## src/rtl/door_ctrl.sv

```systemverilog
// Motorised-door controller: Moore FSM with cycle-counted travel/hold timers and obstruction reversal.
// Optional lock input is enabled by defining DOOR_CTRL_LOCK_EN.
module door_ctrl #(
  parameter int MOVE_TIME = 8,
  parameter int OPEN_TIME = 16,
  parameter int CNT_W     = 8
) (
  input  logic       clk,
  input  logic       rst,
  input  logic       button,
  input  logic       obstruct,
`ifdef DOOR_CTRL_LOCK_EN
  input  logic       lock,
`endif
  output logic       motor_open,
  output logic       motor_close,
  output logic       door_open,
  output logic [1:0] state
);

  localparam logic [1:0] S_CLOSED  = 2'd0;
  localparam logic [1:0] S_OPENING = 2'd1;
  localparam logic [1:0] S_OPEN    = 2'd2;
  localparam logic [1:0] S_CLOSING = 2'd3;

  localparam logic [CNT_W-1:0] MOVE_LAST = CNT_W'(MOVE_TIME - 1);
  localparam logic [CNT_W-1:0] OPEN_LAST = CNT_W'(OPEN_TIME - 1);
  localparam logic [CNT_W-1:0] CNT_ONE   = CNT_W'(1);

  logic [1:0]       state_q, state_d;
  logic [CNT_W-1:0] cnt_q, cnt_d;
  logic             lock_act;
  logic             button_ok;
  logic             activity;

`ifdef DOOR_CTRL_LOCK_EN
  assign lock_act = lock;
`else
  assign lock_act = 1'b0;
`endif

  // A locked door ignores the panel button but still honours the obstruction sensor.
  assign button_ok = button & ~lock_act;
  assign activity  = button_ok | obstruct;

  always_comb begin
    state_d = state_q;
    cnt_d   = cnt_q;
    case (state_q)
      S_CLOSED: begin
        if (button_ok) begin
          state_d = S_OPENING;
          cnt_d   = '0;
        end
      end
      S_OPENING: begin
        if (cnt_q == MOVE_LAST) begin
          state_d = S_OPEN;
          cnt_d   = '0;
        end else begin
          cnt_d = cnt_q + CNT_ONE;
        end
      end
      S_OPEN: begin
        if (activity) begin
          cnt_d = '0;
        end else if (cnt_q == OPEN_LAST) begin
          state_d = S_CLOSING;
          cnt_d   = '0;
        end else begin
          cnt_d = cnt_q + CNT_ONE;
        end
      end
      default: begin
        // Reversal wins over completion; reopening only retraces the distance already closed.
        if (activity) begin
          state_d = S_OPENING;
          cnt_d   = MOVE_LAST - cnt_q;
        end else if (cnt_q == MOVE_LAST) begin
          state_d = S_CLOSED;
          cnt_d   = '0;
        end else begin
          cnt_d = cnt_q + CNT_ONE;
        end
      end
    endcase
  end

  always_ff @(posedge clk or posedge rst) begin
    if (rst) begin
      state_q <= S_CLOSED;
      cnt_q   <= '0;
    end else begin
      state_q <= state_d;
      cnt_q   <= cnt_d;
    end
  end

  assign state       = state_q;
  assign motor_open  = (state_q == S_OPENING);
  assign motor_close = (state_q == S_CLOSING);
  assign door_open   = (state_q == S_OPEN);

endmodule

```

## config.mk

```make
export PLATFORM = sky130hd
export DESIGN_NAME = door_ctrl
export DESIGN_NICKNAME = d
export VERILOG_FILES = /design/src/rtl/door_ctrl.sv
export SDC_FILE = /design/constraint.sdc
export NUM_CORES = 1
export LEC_CHECK = 0
export CORE_MARGIN = 1.5
export CORE_UTILIZATION = 49
export DETAILED_ROUTE_END_ITERATION = 6
export PLACE_DENSITY = 0.79
export RECOVER_POWER = 25
export REMOVE_ABC_BUFFERS = 1
export SYNTH_ARGS = -nofsm -noshare
export SYNTH_HDL_FRONTEND = slang
export SYNTH_SLANG_ARGS = --single-unit
```

## constraint.sdc

```tcl
create_clock -name clk -period 2 [get_ports clk]
set_input_delay 0.4 -clock clk [delete_from_list [all_inputs] [get_ports clk]]
set_output_delay 0.4 -clock clk [all_outputs]
set_load 0.03 [all_outputs]
```

==> results of run 1 <==
-- stage by stage --
step / instance area, um^2 / util, % / setup TNS [ns] / hold WS, ns
final: 1030 / 67.0 / 0 / 0.536
after detailed placement: 972 / 63.1 / -0.00198 / 0.569
after CTS: 1010 / 65.3 / 0 / 0.410
after global placement: 972 / 63.1 / 0 / 0.558
after global routing: 1030 / 67.0 / 0 / 0.568
after floorplan: 805 / - / 0 / 0.240
-- worst max path at each step --
stage,to,slack (ns)
after floorplan,state[0],0.08
after global placement,state[0],0.01
after detailed placement,state[0],-0.002
after CTS,motor_close,0.02
after global routing,cnt_q[2],0.006
final,state[1],0.03
-- power breakdown --
part           internal [W]  switching [W]  leakage, nW  total [W]
clock              0.000111      0.0000684       0.0210   0.000179
combinational     0.0000110      0.0000148        0.328  0.0000257
sequential         0.000204     0.00000245        0.133   0.000207
-- logic make-up (layout without fill, tap and decap cells) --
family                     after synthesis  in the layout  synth area share (%)
adders and majority gates                7              7                  10.7
muxes                                    4              4                  5.19
DFF                                     10             10                  30.5
and+or+nand+nor                         35             35                  21.4
AOI/OAI and AO/OA                       34             34                  27.6
buffers and inverters                    8             28                  4.58
-- cells in the final DEF, fill, tap and decap left out, drive strengths merged, types with 2 or more instances in the layout --
cell	count
buf	10
o211ai	3
nor4	2
a21o	2
a32oi	2
clkbuf	4
o21ai	12
nor3	4
mux2	2
mux2i	2
dlygate4sd2	2
a31oi	2
inv	6
nor2	14
ha	7
nand2	4
clkdlybuf4s50	4
nor2b	3
nand3	2
dfrtp	10
a21oi	6
-- sequential cells by signal, summed over array words and instances (netlist names), named ones only --
| register | count |
|---|---|
| cnt_q | 7 |
| state | 2 |
-- what timing repair did --
| item | 4_1_cts | 5_1_grt |
|---|---|---|
| resized for setup | 2 | 7 |
| pin swaps | 0 | 1 |
| setup endpoints to repair | 2 | 8 |
| setup buffers | 0 | 1 |
-- metal layers --
| layer | global-route usage, % | share of wire (%) | vias to the layer above |
|---|---|---|---|
| met1 | 35.9 | 48 | 364 |
| li1 | - | - | 411 |
| met2 | 31.8 | 44 | 37 |
| met4 | 12.1 | 1.7 | 0 |
| met5 | 0 | 0 | - |
| met3 | 2.50 | 6.5 | 5 |
-- worst reg2reg max path, cell delays in order, from the launching register on --
cell and delay (ns):
dfrtp_1 0.39, buf_4 0.16, or4_4 0.55, o41ai_2 0.24, o211ai_1 0.19, mux2_2 0.31
-- layout make-up --
cell class | count | area [um^2] | area share [%]
Sequential cell | 10 | 250 | 24.2
Clock buffer | 4 | 36.3 | 3.51
Multi-Input combinational cell | 80 | 549 | 53.1
Inverter | 6 | 22.5 | 2.18
Tap cell | 16 | 20.0 | 1.94
Timing Repair Buffer | 18 | 155 | 15.0
==> metrics.md, run 1 <==
| Metric | Value |
|---|---|
| Status | `complete, no violations` |
| Drt drc | `0` |
| Max incr delay on CP | `approximately 0.55 ns` |
| PnR worst setup slack | `roughly 0.032 ns` |
| Netlist cell types | `32` |
| Clock Sink Count | `10` |
| Cell row count | `14` |
| WL final | `between 1500 and 2000 um` |
| Crit path DAT | `roughly 2.1 ns` |
| Via-per-instance ratio | `slightly above 6` |
| Slowest stage cell, crit path | `or4_4` |
| Cell Area, Synth | `820 um^2` |
| Setup crit start kind | `flop` |
| EDFF count, synth | `0` |
| Synth Flop Type | `dfrtp_1` |
| Cell depth of the worst setup path | `5` |
| Non-Filler Instances | `between 100 and 150` |
| Vias in the first global route | `699` |
| Min-Delay Path Class | `input port to asynchronous set/reset pin` |
| Clk_skew | `0.00832 ns` |
| Routed length per instance | `approximately 15 um` |
| Share of the synthesized area in the top cell type | `~30%` |
| Crit path max-delay family | `simple AND/OR/NAND/NOR gates` |
| Area of the core | `1540 um^2` |
| GRT overflow | `0` |
| First-pass GRT wire length | `between 3000 and 4000 um` |
| R2R setup slack | `0.03 ns` |
| RSZ-0062 raised after global routing | `no` |
| Final hold violation count | `0` |
| Buf/Inv on CP | `1` |
| Final Total Pwr | `~0.0004 W` |
| Max clock buf depth | `2` |
| Area grow syn2layout | `26.1%` |
| Layout cell share with drive strength beyond 1 | `around 19%` |
| FFs w/ async S/R, synth | `between 90% and 100%` |
| Final setup viols | `0` |
| Diode count | `0` |
| Final Cycle Share | `a little over nine tenths` |
| DRT Pass-1 Iters | `4` |
| Placed cells | `roughly 130` |
| Initial antenna violation count | `0` |
| Kind of critical path | `flop to flop` |
| Worst Max-Slew Pin Slew | `approximately 0.38 ns` |
| Cell with the most instances after synthesis | `nor2_1` |
| Leakage | `between 0.4 and 0.5 nW` |
| H-tree depth | `1` |
| Routed Antenna Nets | `0` |
| TritonCTS buffer count | `3` |
| Top cells by count, synth | `nor2_1 (14), o21ai_0 (12), dfrtp_1 (10)` |
| Max-slew violations | `0` |
| Cell taking the most area after synthesis | `dfrtp_1` |
| Die H | `between 40 and 50 um` |
| R2r startpoint | `cnt_q[4]` |
| Dominant cells by area after synthesis | `dfrtp_1 (31%), ha_1 (11%), o21ai_0 (7.3%)` |
| MaxCap Viol Count | `0` |
| Worst endpoint required time | `roughly 2.2 ns` |
| Post-synthesis sequential area ratio | `30.5%` |
| Starting Density | `between 50% and 60%` |
| Die area | `~1900 um^2` |
| CP startpoint | `cnt_q[4]` |
| CP endpoint kind | `flop` |
| CP Max Fanout | `6` |
| Final net count | `130` |
| Routed vias | `817` |
| Die width | `~44 um` |
| Crit path cell chain | `buf_4 -> or4_4 -> o41ai_2 -> o211ai_1 -> mux2_2` |
| Iteration-0 DRC count of the detailed router | `43` |
| I/O pins | `9` |
| All-Layer GR Usage | `a little under a quarter` |
| Largest net degree at the start of global routing | `13` |
| CTS Hold Bufs | `0` |
| Synth Warn # | `0` |
| Filler cell count | `120` |
| Cell count after synthesis | `98` |
| Final HPWL DP | `1490 um` |
| Port-buffer cells | `8` |
| Number of synthesized register bits | `10` |
| Pre-CTS setup slack | `-0.00151 ns` |
| Minimum clock period | `1.97 ns` |
| Clk_lat worst skew | `between 0.2 and 0.3 ns` |
| Slew margin rel. | `74.8%` |
| Syn avg cell area | `8.36 um^2` |
| R2r worst-path depth | `5` |
| Peak supply drop | `~0.00053 V` |
| RR Endpoint | `state[1]` |
| Max Clk Rate | `roughly 0.5 GHz` |
| Clk Tree Root Cell | `clkbuf_4` |
| CTS tree | `done` |
| Clock transition at path regs | `0.07 ns` |
| Power per cell area | `about 400 nW/um^2` |
| Placer Congestion | `about 0.9` |
No activity file was read; power rests on OpenSTA's default activity.
==> inputs of run 2 (changes only) <==
CORE_UTILIZATION = 55   (was 49)
PLACE_DENSITY = 0.83   (was 0.79)
clock period = 2.4 ns   (was 2 ns; I/O delays follow)
==> run 2 against run 1 <==
  * Routed wire length is 4.1% lower
  * First-iteration DRC count is 35% lower
  * Design area shrank 7.6%
  * Total power is 17% lower
  * Critical endpoint is now door_open
  * Via count decreased by 0.37%
  * Largest power group unchanged
  * Clock power down 16%
  * Clock skew fell by 0.0069 ns
==> metrics.md, run 2 (synthesized netlist as in run 1, its figures left out) <==
| Metric | Value |
|---|---|
| Final Cycle Share | `between 90% and 100%` |
| Status | `complete, no violations (unchanged)` |
| Final net count | `122 (was 130)` |
| Most frequent cells in the layout | `nor2_1 (14), o21ai_0 (12), dfrtp_1 (10), ha_1 (7), clkdlybuf4s50_1 (7) (was nor2_1 (13), o21ai_0 (12), dfrtp_1 (10), buf_4 (10))` |
| Final HPWL DP | `1430 um (was 1490 um)` |
| Clock transition at path regs | `0.06 ns (was 0.07 ns)` |
| RSZ-0062 raised after global routing | `no (unchanged)` |
| I/O pins | `9 (unchanged)` |
| Largest net degree at the start of global routing | `13 (unchanged)` |
| Post-CTS sizing | `0 (was 2)` |
| Worst Max-Slew Pin Slew | `0.380 ns (was 0.378 ns)` |
| Max clock buf depth | `2 (unchanged)` |
| Vias in the first global route | `716 (was 699)` |
| Placer Congestion | `0.914 (was 0.916)` |
| Starting Density | `60.7% (was 53.2%)` |
| Die width | `41.6 um (was 43.9 um)` |
| Clock Sink Count | `10 (unchanged)` |
| Die area | `1730 um^2 (was 1930 um^2)` |
| Port-buffer cells | `8 (unchanged)` |
| Iteration-0 DRC count of the detailed router | `28 (was 43)` |
| Worst endpoint required time | `1.92 ns (was 2.15 ns)` |
| Kind of critical path | `flop to output port (was flop to flop)` |
| CTS Hold Bufs | `0 (unchanged)` |
| Cell row count | `13 (was 14)` |
| TritonCTS buffer count | `3 (unchanged)` |
| Top reg by flops | `cnt_q (unchanged)` |
| All-Layer GR Usage | `23.5% (was 23.4%)` |
| R2r worst-path depth | `6 (was 5)` |
| Area of the core | `1350 um^2 (was 1540 um^2)` |
| Routed vias | `814 (was 817)` |
| H-tree depth | `1 (unchanged)` |
| MaxCap Viol Count | `0 (unchanged)` |
| Max-slew violations | `0 (unchanged)` |
| WL final | `1910 um (was 1990 um)` |
| Via-per-instance ratio | `6.51 (was 6.10)` |
| DRT Pass-1 Iters | `4 (unchanged)` |
| First-pass GRT wire length | `3210 um (was 3270 um)` |
| Area grow syn2layout | `16.5% (was 26.1%)` |
| Slew margin rel. | `74.6% (was 74.8%)` |
| Setup crit start kind | `flop (unchanged)` |
| Fin Hold WS | `0.580 ns (was 0.536 ns)` |
| Routed length per instance | `15.3 um (was 14.9 um)` |
| Min-Delay Path Class | `flop to flop (was input port to asynchronous set/reset pin)` |
| CP Max Fanout | `6 (unchanged)` |
| Diode count | `0 (unchanged)` |
| Initial antenna violation count | `0 (unchanged)` |
| Final hold violation count | `0 (unchanged)` |
| Final setup viols | `0 (unchanged)` |
| Clk_skew | `0.00144 ns (was 0.00832 ns)` |
| Total negative setup slack | `0 ns (unchanged)` |
| Die H | `41.6 um (was 43.9 um)` |
| Filler cell count | `112 (was 120)` |
| Layout cell share with drive strength beyond 1 | `9.09% (was 19.5%)` |
| Leakage | `0.422 nW (was 0.483 nW)` |
| GRT overflow | `0 (unchanged)` |
| CP endpoint kind | `output port (was flop)` |
| Clk Tree Root Cell | `clkbuf_4 (unchanged)` |
| Clk_lat worst skew | `0.26 ns (was 0.27 ns)` |
| Crit path DAT | `1.77 ns (was 2.11 ns)` |
| Most common cell after layout, fill and taps aside | `nor2_1 (unchanged)` |
| Post-CTS setup buffers | `0 (unchanged)` |
| CTS tree | `done (unchanged)` |
| Hold path depth | `1` |
| Max FFs per register | `7 (unchanged)` |
| Max Clk Rate | `0.444 GHz` |
| Peak supply drop | `0.000430 V (was 0.000530 V)` |
| Drt drc | `0 (unchanged)` |
| Power per cell area | `359 nW/um^2 (was 398 nW/um^2)` |
| Minimum clock period | `~2.3 ns` |
| Routed Antenna Nets | `0 (unchanged)` |
run 2: changes by cell type in the layout (fill, tap and decap cells not counted), sizes merged:
cell	delta
dlymetal6s2s	-1
dlygate4sd2	-2
buf	-8
clkdlybuf4s50	+3
run 2: layout make-up:
cell class                 count  area (um^2)  share of cell area (%)
multi-input combinational     80          532                    55.7
tap                           15         18.8                    1.97
clock buffer                   4         36.3                    3.80
timing repair buffer          10         95.1                    9.96
sequential                    10          250                    26.2
inverter                       6         22.5                    2.36
run 2: path summary, 6_finish.rpt:
path | endpoint | start | slack (ns)
min in group asynchronous | asynchronous set/reset pin | rst | 0.63
max in group asynchronous | cnt_q[0] | rst | 1.50
hold / removal | cnt_q[0] | cnt_q[0] | 0.58
hold reg to reg | cnt_q[0] | cnt_q[0] | 0.58
setup / recovery | door_open | state[0] | 0.15
setup reg to reg | cnt_q[2] | flop | 0.31
run 2: per-stage QoR:
| step | power, W | std cells | cell area [um^2] | util [%] | setup WS, ns |
|---|---|---|---|---|---|
| global placement | 0.000195 | 121 | 918 | 68.0 | 0.316 |
| floorplan | 0.000185 | 96 | 805 | - | 0.483 |
| CTS | 0.000348 | 125 | 955 | 70.7 | 0.143 |
| detailed placement | 0.000195 | 121 | 918 | 68.0 | 0.319 |
| finish | 0.000343 | 125 | 955 | 70.7 | 0.145 |
| global route | 0.000356 | 125 | 955 | 70.7 | 0.0611 |
run 2: routing by layer:
layer / routed length (um) / vias up / part of all wire, % / track usage [%]
met1: 864 / 387 / 45 / 32.4
met2: 925 / 34 / 48 / 36.6
li1: - / 391 / - / -
met4: 14 / 0 / 0.73 / 10.3
met5: 0 / - / 0 / 0
met3: 106 / 2 / 5.5 / 3.48
run 2: worst max-delay path: stages, from the launching register on:
cell,delay [ns]
dfrtp_1,0.43
inv_1,0.10
ha_1,0.27
clkdlybuf4s50_1,0.71
run 2: power by group:
| group | leakage, nW | total (W) | internal [W] | switching (W) |
|---|---|---|---|---|
| logic | 0.267 | 0.0000201 | 0.00000808 | 0.0000120 |
| registers | 0.133 | 0.000172 | 0.000170 | 0.00000234 |
| clock network | 0.0210 | 0.000150 | 0.0000922 | 0.0000579 |
